`src/rtl/fifo_pkg.sv`:
```
// fifo_pkg: shared definitions for the single-clock FIFO.
//   DEPTH()   - number of words for a given address width (1 << addr_len).
//   ptr_t     - read/write pointer type for the default geometry
//               (ADDR_LEN = 4): ADDR_LEN index bits plus one wrap bit.
//   rd_mode_e - read-port flavour: registered (RD_STD) or
//               first-word-fall-through (RD_FWFT).
package fifo_pkg;

  localparam int DEFAULT_ADDR_LEN = 4;

  function automatic int DEPTH(input int addr_len);
    return 1 << addr_len;
  endfunction

  typedef logic [DEFAULT_ADDR_LEN:0] ptr_t;

  typedef enum logic {
    RD_STD  = 1'b0,
    RD_FWFT = 1'b1
  } rd_mode_e;

endpackage

```
`src/rtl/fifo_mem.sv`:
```
// fifo_mem: simple dual-port RAM, synchronous write / asynchronous read.
// Ports:
//   clk   - write clock
//   we    - write enable
//   waddr - write address
//   wdata - write data
//   raddr - read address
//   rdata - combinational read data (mem[raddr])
// Contents are not reset.
module fifo_mem
  import fifo_pkg::*;
#(
  parameter int DATA_LEN = 32,
  parameter int ADDR_LEN = 4
) (
  input  logic                clk,
  input  logic                we,
  input  logic [ADDR_LEN-1:0] waddr,
  input  logic [DATA_LEN-1:0] wdata,
  input  logic [ADDR_LEN-1:0] raddr,
  output logic [DATA_LEN-1:0] rdata
);

  localparam int MEM_DEPTH = DEPTH(ADDR_LEN);

  logic [DATA_LEN-1:0] mem [MEM_DEPTH];

  always_ff @(posedge clk) begin
    if (we) begin
      mem[waddr] <= wdata;
    end
  end

  assign rdata = mem[raddr];

endmodule

```
`src/rtl/sync_fifo_param.sv`:
```
// sync_fifo_param: single-clock parametrised FIFO with selectable read mode,
// occupancy count, almost-full/almost-empty flags and sticky error flags.
// Ports:
//   clk, rst_n          - clock, asynchronous active-low reset
//   write_en, wdata_i   - write request and data
//   read_en             - read request (FWFT: pop of the head word)
//   clr_err_i           - clears the sticky overflow/underflow flags
//   rdata_o, rvalid_o   - read data and its valid indication
//   wfull_o, rempty_o   - count == depth / count == 0
//   almost_full_o       - count >= AF_LEVEL
//   almost_empty_o      - count <= AE_LEVEL
//   count_o             - occupancy 0..depth
//   overflow_o          - sticky: write attempted while it could not be accepted
//   underflow_o         - sticky: read attempted while empty
module sync_fifo_param
  import fifo_pkg::*;
#(
  parameter int DATA_LEN = 32,
  parameter int ADDR_LEN = 4,
  parameter int FWFT     = 0,
  parameter int AF_LEVEL = 12,
  parameter int AE_LEVEL = 2
) (
  input  logic                clk,
  input  logic                rst_n,
  input  logic                write_en,
  input  logic [DATA_LEN-1:0] wdata_i,
  input  logic                read_en,
  input  logic                clr_err_i,
  output logic [DATA_LEN-1:0] rdata_o,
  output logic                rvalid_o,
  output logic                wfull_o,
  output logic                rempty_o,
  output logic                almost_full_o,
  output logic                almost_empty_o,
  output logic [ADDR_LEN:0]   count_o,
  output logic                overflow_o,
  output logic                underflow_o
);

  localparam int             DEPTH_N   = DEPTH(ADDR_LEN);
  localparam logic [ADDR_LEN:0] DEPTH_CNT = DEPTH_N[ADDR_LEN:0];
  localparam logic [ADDR_LEN:0] AF_CNT    = AF_LEVEL[ADDR_LEN:0];
  localparam logic [ADDR_LEN:0] AE_CNT    = AE_LEVEL[ADDR_LEN:0];
  localparam rd_mode_e       RD_MODE   = (FWFT != 0) ? RD_FWFT : RD_STD;

  // Pointers carry one extra wrap bit; only the low ADDR_LEN bits address memory.
  logic [ADDR_LEN:0]   wptr;
  logic [ADDR_LEN:0]   rptr;
  logic [ADDR_LEN:0]   count;
  logic [ADDR_LEN:0]   count_next;
  logic                wr_acc;
  logic                rd_acc;
  logic [DATA_LEN-1:0] mem_rdata;

  // A write into a full FIFO is still taken when a read frees a slot in the
  // same cycle; a read on an empty FIFO is never taken, even with a write.
  assign rd_acc = read_en & ~rempty_o;
  assign wr_acc = write_en & (~wfull_o | rd_acc);

  assign count_next = count + {{ADDR_LEN{1'b0}}, wr_acc} - {{ADDR_LEN{1'b0}}, rd_acc};

  fifo_mem #(
    .DATA_LEN (DATA_LEN),
    .ADDR_LEN (ADDR_LEN)
  ) u_mem (
    .clk   (clk),
    .we    (wr_acc),
    .waddr (wptr[ADDR_LEN-1:0]),
    .wdata (wdata_i),
    .raddr (rptr[ADDR_LEN-1:0]),
    .rdata (mem_rdata)
  );

  // Pointers, occupancy and status flags. Flags are registered from
  // count_next so they line up with count_o after each edge.
  always_ff @(posedge clk or negedge rst_n) begin
    if (!rst_n) begin
      wptr           <= '0;
      rptr           <= '0;
      count          <= '0;
      wfull_o        <= 1'b0;
      rempty_o       <= 1'b1;
      almost_full_o  <= 1'b0;
      almost_empty_o <= 1'b1;
    end else begin
      if (wr_acc) begin
        wptr <= wptr + 1'b1;
      end
      if (rd_acc) begin
        rptr <= rptr + 1'b1;
      end
      count          <= count_next;
      wfull_o        <= (count_next == DEPTH_CNT);
      rempty_o       <= (count_next == '0);
      almost_full_o  <= (count_next >= AF_CNT);
      almost_empty_o <= (count_next <= AE_CNT);
    end
  end

  assign count_o = count;

  // Sticky error flags; a new error in the same cycle as a clear wins.
  always_ff @(posedge clk or negedge rst_n) begin
    if (!rst_n) begin
      overflow_o  <= 1'b0;
      underflow_o <= 1'b0;
    end else begin
      if (write_en & ~wr_acc) begin
        overflow_o <= 1'b1;
      end else if (clr_err_i) begin
        overflow_o <= 1'b0;
      end
      if (read_en & rempty_o) begin
        underflow_o <= 1'b1;
      end else if (clr_err_i) begin
        underflow_o <= 1'b0;
      end
    end
  end

  generate
    if (RD_MODE == RD_FWFT) begin : g_fwft
      // Head word is presented combinationally; forced to zero while empty so
      // the output is clean after reset and never shows stale memory.
      assign rdata_o  = rempty_o ? '0 : mem_rdata;
      assign rvalid_o = ~rempty_o;
    end else begin : g_std
      logic [DATA_LEN-1:0] rdata_reg;
      logic                rvalid_reg;

      always_ff @(posedge clk or negedge rst_n) begin
        if (!rst_n) begin
          rdata_reg  <= '0;
          rvalid_reg <= 1'b0;
        end else begin
          rvalid_reg <= rd_acc;
          if (rd_acc) begin
            rdata_reg <= mem_rdata;
          end
        end
      end

      assign rdata_o  = rdata_reg;
      assign rvalid_o = rvalid_reg;
    end
  endgenerate

endmodule

```
`config.mk`:
```
export PLATFORM = sky130hd
export DESIGN_NAME = sync_fifo_param
export DESIGN_NICKNAME = d
export VERILOG_FILES = /design/src/rtl/fifo_pkg.sv /design/src/rtl/fifo_mem.sv /design/src/rtl/sync_fifo_param.sv
export SDC_FILE = /design/constraint.sdc
export NUM_CORES = 1
export LEC_CHECK = 0
export ABC_AREA = 1
export BUFFER_PORTS_ARGS = -buffer_cell sky130_fd_sc_hd__buf_2
export CAP_MARGIN = 20
export CORE_AREA = 4 4 279 281
export CTS_CLUSTER_SIZE = 16
export DETAILED_ROUTE_END_ITERATION = 8
export DIE_AREA = 0 0 283 285
export GPL_ROUTABILITY_DRIVEN = 0
export PLACE_DENSITY = 0.46
export SETUP_SLACK_MARGIN = 0.15
export SLEW_MARGIN = 20
export SYNTH_ARGS = -nofsm -noshare
export SYNTH_HDL_FRONTEND = slang
export SYNTH_SLANG_ARGS = --single-unit
export TNS_END_PERCENT = 20
```
`constraint.sdc`:
```
create_clock -name clk -period 5.43 [get_ports clk]
set_clock_uncertainty 0.05 [all_clocks]
set_input_delay 0.2715 -clock clk [delete_from_list [all_inputs] [get_ports clk]]
set_output_delay 0.2715 -clock clk [all_outputs]
set_load 0.05 [all_outputs]
```
### After elaboration in Yosys (flattened, before gate mapping)

Memory sizes are Yosys's and may differ from the RTL's. A register that Yosys moved wholly into a read port is not among the register bits.
Cells that the tools add are included.

| storage, ports and cells | value |
|---|---|
| input port bits | 37 |
| memory bits (read-only) | 0 |
| word-level logic and storage cells | 35 |
| flip-flop bits (word level) | 22 |
| memories | 1 |
| latch bits | 0 |
| bits in writable memories | 512 |

Memory list:

| memory | words | width | read ports | clocked after Yosys merged registers in | write ports | RTL line | source |
|---|---|---|---|---|---|---|---|
| u_mem.mem | 16 | 32 | 1 | 1 | 1 | fifo_mem.sv:26 | `logic [DATA_LEN-1:0] mem [MEM_DEPTH];` |

| operators by class | value |
|---|---|
| shift operators | 0 |
| equality and inequality tests | 1 |
| order comparisons | 2 |
| muxes and demuxes | 5 |
| $add $sub $neg | 4 |
| $mul | 0 |
| reduce and logical (&&, ||, !) cells | 4 |
| divide/modulo/power cells | 0 |
| bitwise operators | 8 |

Operator list:

| kind | number |
|---|---|
| adder 5 x 1 -> 5 bit (second input constant) | 2 |
| adder 5 x 1 -> 5 bit | 1 |
| == test 5 bit (second input constant) | 1 |
| >= comparator 5 x 4 -> 1 bit (second input constant) | 1 |
| <= comparator 5 x 2 -> 1 bit (second input constant) | 1 |
| zero test 5 bit | 1 |
| 2-to-1 mux 1 bit | 5 |
| subtractor 5 x 1 -> 5 bit | 1 |
| AND 1 bit | 4 |
| nonzero test 2 bit | 2 |
| inverter 1 bit | 3 |
| zero test 1 bit | 1 |
| OR 1 bit | 1 |

### Depth between registers and ports, before layout

| depth | value |
|---|---|
| word-level depth | 7 |
| gate-level depth with buffers | 14 |

### Hierarchy

Synthesis repeated with hierarchy kept, for this count alone.

| unflattened totals | value |
|---|---|
| cells, all modules | 2322 |
| area, all modules | 24250.8 um^2 |

Modules (own cells, without submodules):

| module | area an instance (um^2) | cells an instance | seq. area each (um^2) | times used |
|---|---|---|---|---|
| fifo_mem | 22089.9 | 2088 | 15374.7 | 1 |
| sync_fifo_param | 2160.8 | 234 | 1303.8 | 1 |

### Least setup slack after synthesis

No wires, ideal clock.

| timing path | value |
|---|---|
| path type | register to register |
| start point | register rempty_o |
| end point | memory u_mem.mem[11][0] (enable) |
| clock period less this slack | 2.979 ns |
| data required time | 4.959 ns |
| buffers on the path | 0 |
| cell stages (with the launch flop) | 8 |
| arrival time | 2.508 ns |
| path slack | 2.451 ns |
| path through | dfstp_2 -> nor2_1 -> inv_2 -> nand2_1 -> nand2_1 -> nor2_1 -> inv_2 -> nor2_1 |

| between the ends | value |
|---|---|
| word-level cells in the longest chain between the ends | 6 |

RTL lines:

| what | RTL line | source |
|---|---|---|
| start, declared | sync_fifo_param.sv:33 | `output logic rempty_o,` |
| start signal, assigned | sync_fifo_param.sv:95 | `rempty_o <= (count_next == '0);` |
| inverter 1 bit | sync_fifo_param.sv:58 | `assign rd_acc = read_en & ~rempty_o;` |
| AND 1 bit | sync_fifo_param.sv:58 |  |
| OR 1 bit | sync_fifo_param.sv:59 | `assign wr_acc = write_en & (~wfull_o \| rd_acc);` |
| AND 1 bit | sync_fifo_param.sv:59 |  |
| 2-to-1 mux 1 bit | fifo_mem.sv:29 | `if (we) begin` |
| 2-to-1 mux 1 bit (not written as such) | fifo_mem.sv:30 | `mem[waddr] <= wdata;` |
| end, declared | fifo_mem.sv:26 |  |

No other way between the ends.

==> flow_summary_export.csv <==
group,metric,value,unit
status,outcome,"completed",
yosys,yosysTopAreaCellShare,68.4,%
critical_path,crit_chain,"buf_4 > buf_4 > nand2_1 > nand3_1 > nand3_1 > nand2_1 > nand2_1 > nand2_1 > nand2_1 > nand2_1",
yosys,synth_top_area_cell,"edfxtp_1",
yosys,synth_nets,1943,
critical_path,timing.reg2reg.setup_slack,2.09,ns
timing,slew-limit-headroom,26.4,%
cts,htree_levels,2,
yosys,synth.distinct_cells,20,
critical_path,rr_worst_depth,10,
cts,cts_setup_buffers,0,
power_and_ir_drop,pwr_density_cell,558,nW/um2
placed_design,dp.cells,2881,
power_and_ir_drop,vdd_drop_max,0.000343,V
drt,via_per_inst,4.73,
yosys,syn_area_per_cell,11.9,um2
timing,layout_setup_ws,2.09,ns
global_routing,grt_max_degree,122,
critical_path,slowest_delay,0.88,ns
yosys,synth_edf_count,512,
die,rows,101,
yosys,seq_area_frac_synth,74.2,%
die,dieArea,80700,um2
yosys,synth_seq_cells,564,
yosys,synthMuxAreaShare,0,%
timing,fin_crit_sh,61.5,%
timing,fmax,0.299,GHz
cells_and_area,final_cells,3030,
critical_path,start_kind,"flop",
drt,drc,0,
timing,tns,0,ns
cts,cts_tree,"yes",
cts,numCtsBuffers,60,
yosys,synth_fa_ha_area_share,0.645,%
critical_path,r2r_start,"rptr[0]$_DFFE_PN0P_",
cts,cts_root_buffer,"clkbuf_16",
global_routing,grt_first_pass_wirelength,94.5,mm
yosys,synthTopCellsByArea,"edfxtp_1, nand2_1, nand3_1, dfrtp_1, a21oi_1",
yosys,netlist_instances,1895,
critical_path,cp_max_fo,90,
placed_design,pre_cts_slack,2.06,ns
yosys,synth_compound_area_share,1.47,%
critical_path,crit_type,"flop to flop",
critical_path,arrival,3.84,ns
critical_path,path_common_cell,"nand2_1",
yosys,synthMostInstantiatedCell,"nand2_1",
critical_path,required,5.93,ns
drt,first_pass_iters,5,
drt,vias,14320,
yosys,syn_area,22500,um2
timing,worst-slew-pin-transition,1.10,ns
placed_design,dpl_cell_area,24100,um2
global_routing,grt_pass1_vias,14040,
yosys,synthFlopType,"edfxtp_1",
cts,cts.sinks,564,
die,core,75400,um2
yosys,synth-xor-area-share,0.389,%
global_routing,groute.usage.overall,15.4,%
timing,finalMaxSlewViolations,0,
cells_and_area,nets,2050,
drt,drt_iter0_drc,1148,
yosys,yosysWarnings,0,
cells_and_area,area_delta_synth_final,17.3,%
critical_path,r2r-end,"rdata_o[26]$_DFFE_PN0P_",
drt,totalWireLength,63.3,mm
min_path,hold_path_class,"primary input to async pin",
drt,ant_nets,0,
die,fp.dieW,283,um
critical_path,crit_path_end_kind,"flop",
cells_and_area,drive_gt1_share,11.3,%
critical_path,slowest_stage,"buf_4",
cts,path_clk_slew,0.06,ns
global_routing,grt-ovfl-total,0,
drt,wl_per_cell,20.9,um
yosys,synth-simple-area-share,20.3,%
timing,min_period,3.34,ns
global_routing,antenna_found_initial,2,
timing,setup_viol,0,
yosys,synth_top_family_by_area,"simple AND/OR/NAND/NOR gates",
die,ios,81,
die,start_util,29.8,%
die,die_h,285,um
timing,rsz0062_at_grt,"no",
cts,clock_latency,0.63,ns
job,drv_cap,0,
yosys,synth_commonest_cells,"nand2_1, edfxtp_1, nand3_1",
yosys,synthArstFlopShare,9.22,%
cells_and_area,antennaDiodeCount,0,
power_and_ir_drop,p_leak,9.90,nW
placed_design,portBuffers,80,
cells_and_area,stdcell_area,26400,um2
timing,hold_viol,0,
cts,cts.path.max_buffers,3,
placed_design,dp_hpwl,34.3,mm
cell usage in the layout, fill, tap and decap left out, types with 6 or more instances in the layout:
cell,count
clkbuf_1,20
dlygate4sd3_1,36
nor2_4,18
xor2_1,9
nand3_1,301
clkbuf_8,12
dfrtp_1,47
a21oi_1,61
buf_2,79
edfxtp_1,512
nor2_1,7
buf_4,26
clkinv_2,8
nand2_1,788
inv_2,6
inv_1,17
clkbuf_16,60
ha_1,10
sequential cells by signal, indices dropped and copies added, names as in the netlist:
signal and count:
u_mem.mem 512, wptr 4, rvalid_o 1, count_o 5
almost_empty_o 1, rptr 4, rempty_o 1, wfull_o 1
overflow_o 1, underflow_o 1, rdata_o 32, almost_full_o 1
layer usage:
metal | up-vias | part of all wire (%) | track usage, %
met3 | 92 | 4.7 | 2.41
met2 | 337 | 48 | 25.3
met1 | 7141 | 45 | 21.3
met4 | 2 | 2.3 | 3.95
met5 | - | 0.021 | 0
li1 | 6748 | - | -
cells by family after synthesis:
family          count (synthesis)
simple gates                 1114
flops                         564
buf+inv                       130
compound gates                 66
fa+ha+maj                      11
xor+xnor                       10
final cells by class:
class / count / area, um2
multi-input cells: 1201 / 5260
inverters: 24 / 97.6
clock buffers: 92 / 1740
fillers: 7359 / 49100
flip-flops and latches: 564 / 16700
well taps: 978 / 1220
clock inverters: 20 / 193
repair buffers: 151 / 1190
power breakdown:
part / switching (mW) / leakage, nW / internal, mW
logic: 3.71 / 3.70 / 1.31
clock network: 1.70 / 0.942 / 2.30
registers: 0.351 / 5.25 / 5.35
per-stage QoR:
stage / util (%) / total power, mW / hold slack [ns]
after floorplan: - / 9.17 / -0.0741
after global placement: 31.6 / 10.8 / 0.411
after detailed placement: 31.9 / 10.9 / 0.415
after CTS: 34.9 / 14.9 / 0.268
after global routing: 35.0 / 15.6 / 0.202
final: 35.0 / 14.7 / 0.182
how the worst max path moves through the flow:
stage / cells after the start / slack [ns] / from / to
after floorplan: 7 / 2.45 / rempty_o$_DFF_PN1_ / u_mem.mem[11][0]$_DFFE_PP_
after global placement: 10 / 2.07 / rptr[0]$_DFFE_PN0P_ / rdata_o[27]$_DFFE_PN0P_
final: 10 / 2.09 / rptr[0]$_DFFE_PN0P_ / rdata_o[26]$_DFFE_PN0P_
after detailed placement: 8 / 2.06 / rptr[0]$_DFFE_PN0P_ / rdata_o[29]$_DFFE_PN0P_
after CTS: 10 / 2.05 / rptr[0]$_DFFE_PN0P_ / rdata_o[26]$_DFFE_PN0P_
after global routing: 10 / 1.78 / rptr[0]$_DFFE_PN0P_ / rdata_o[26]$_DFFE_PN0P_
what timing repair did:
action | in CTS | in global routing
hold buffers | 36 | 0
resized for setup | 0 | 0
endpoints found under the hold margin | 564 | 0
critical path, delay by kind of cell, from the launching register on:
kind          cells  cell delay, ns
simple gates      8            0.74
buf+inv           2            1.53
flops             1            0.84
No activity file was read; power rests on OpenSTA's default activity.
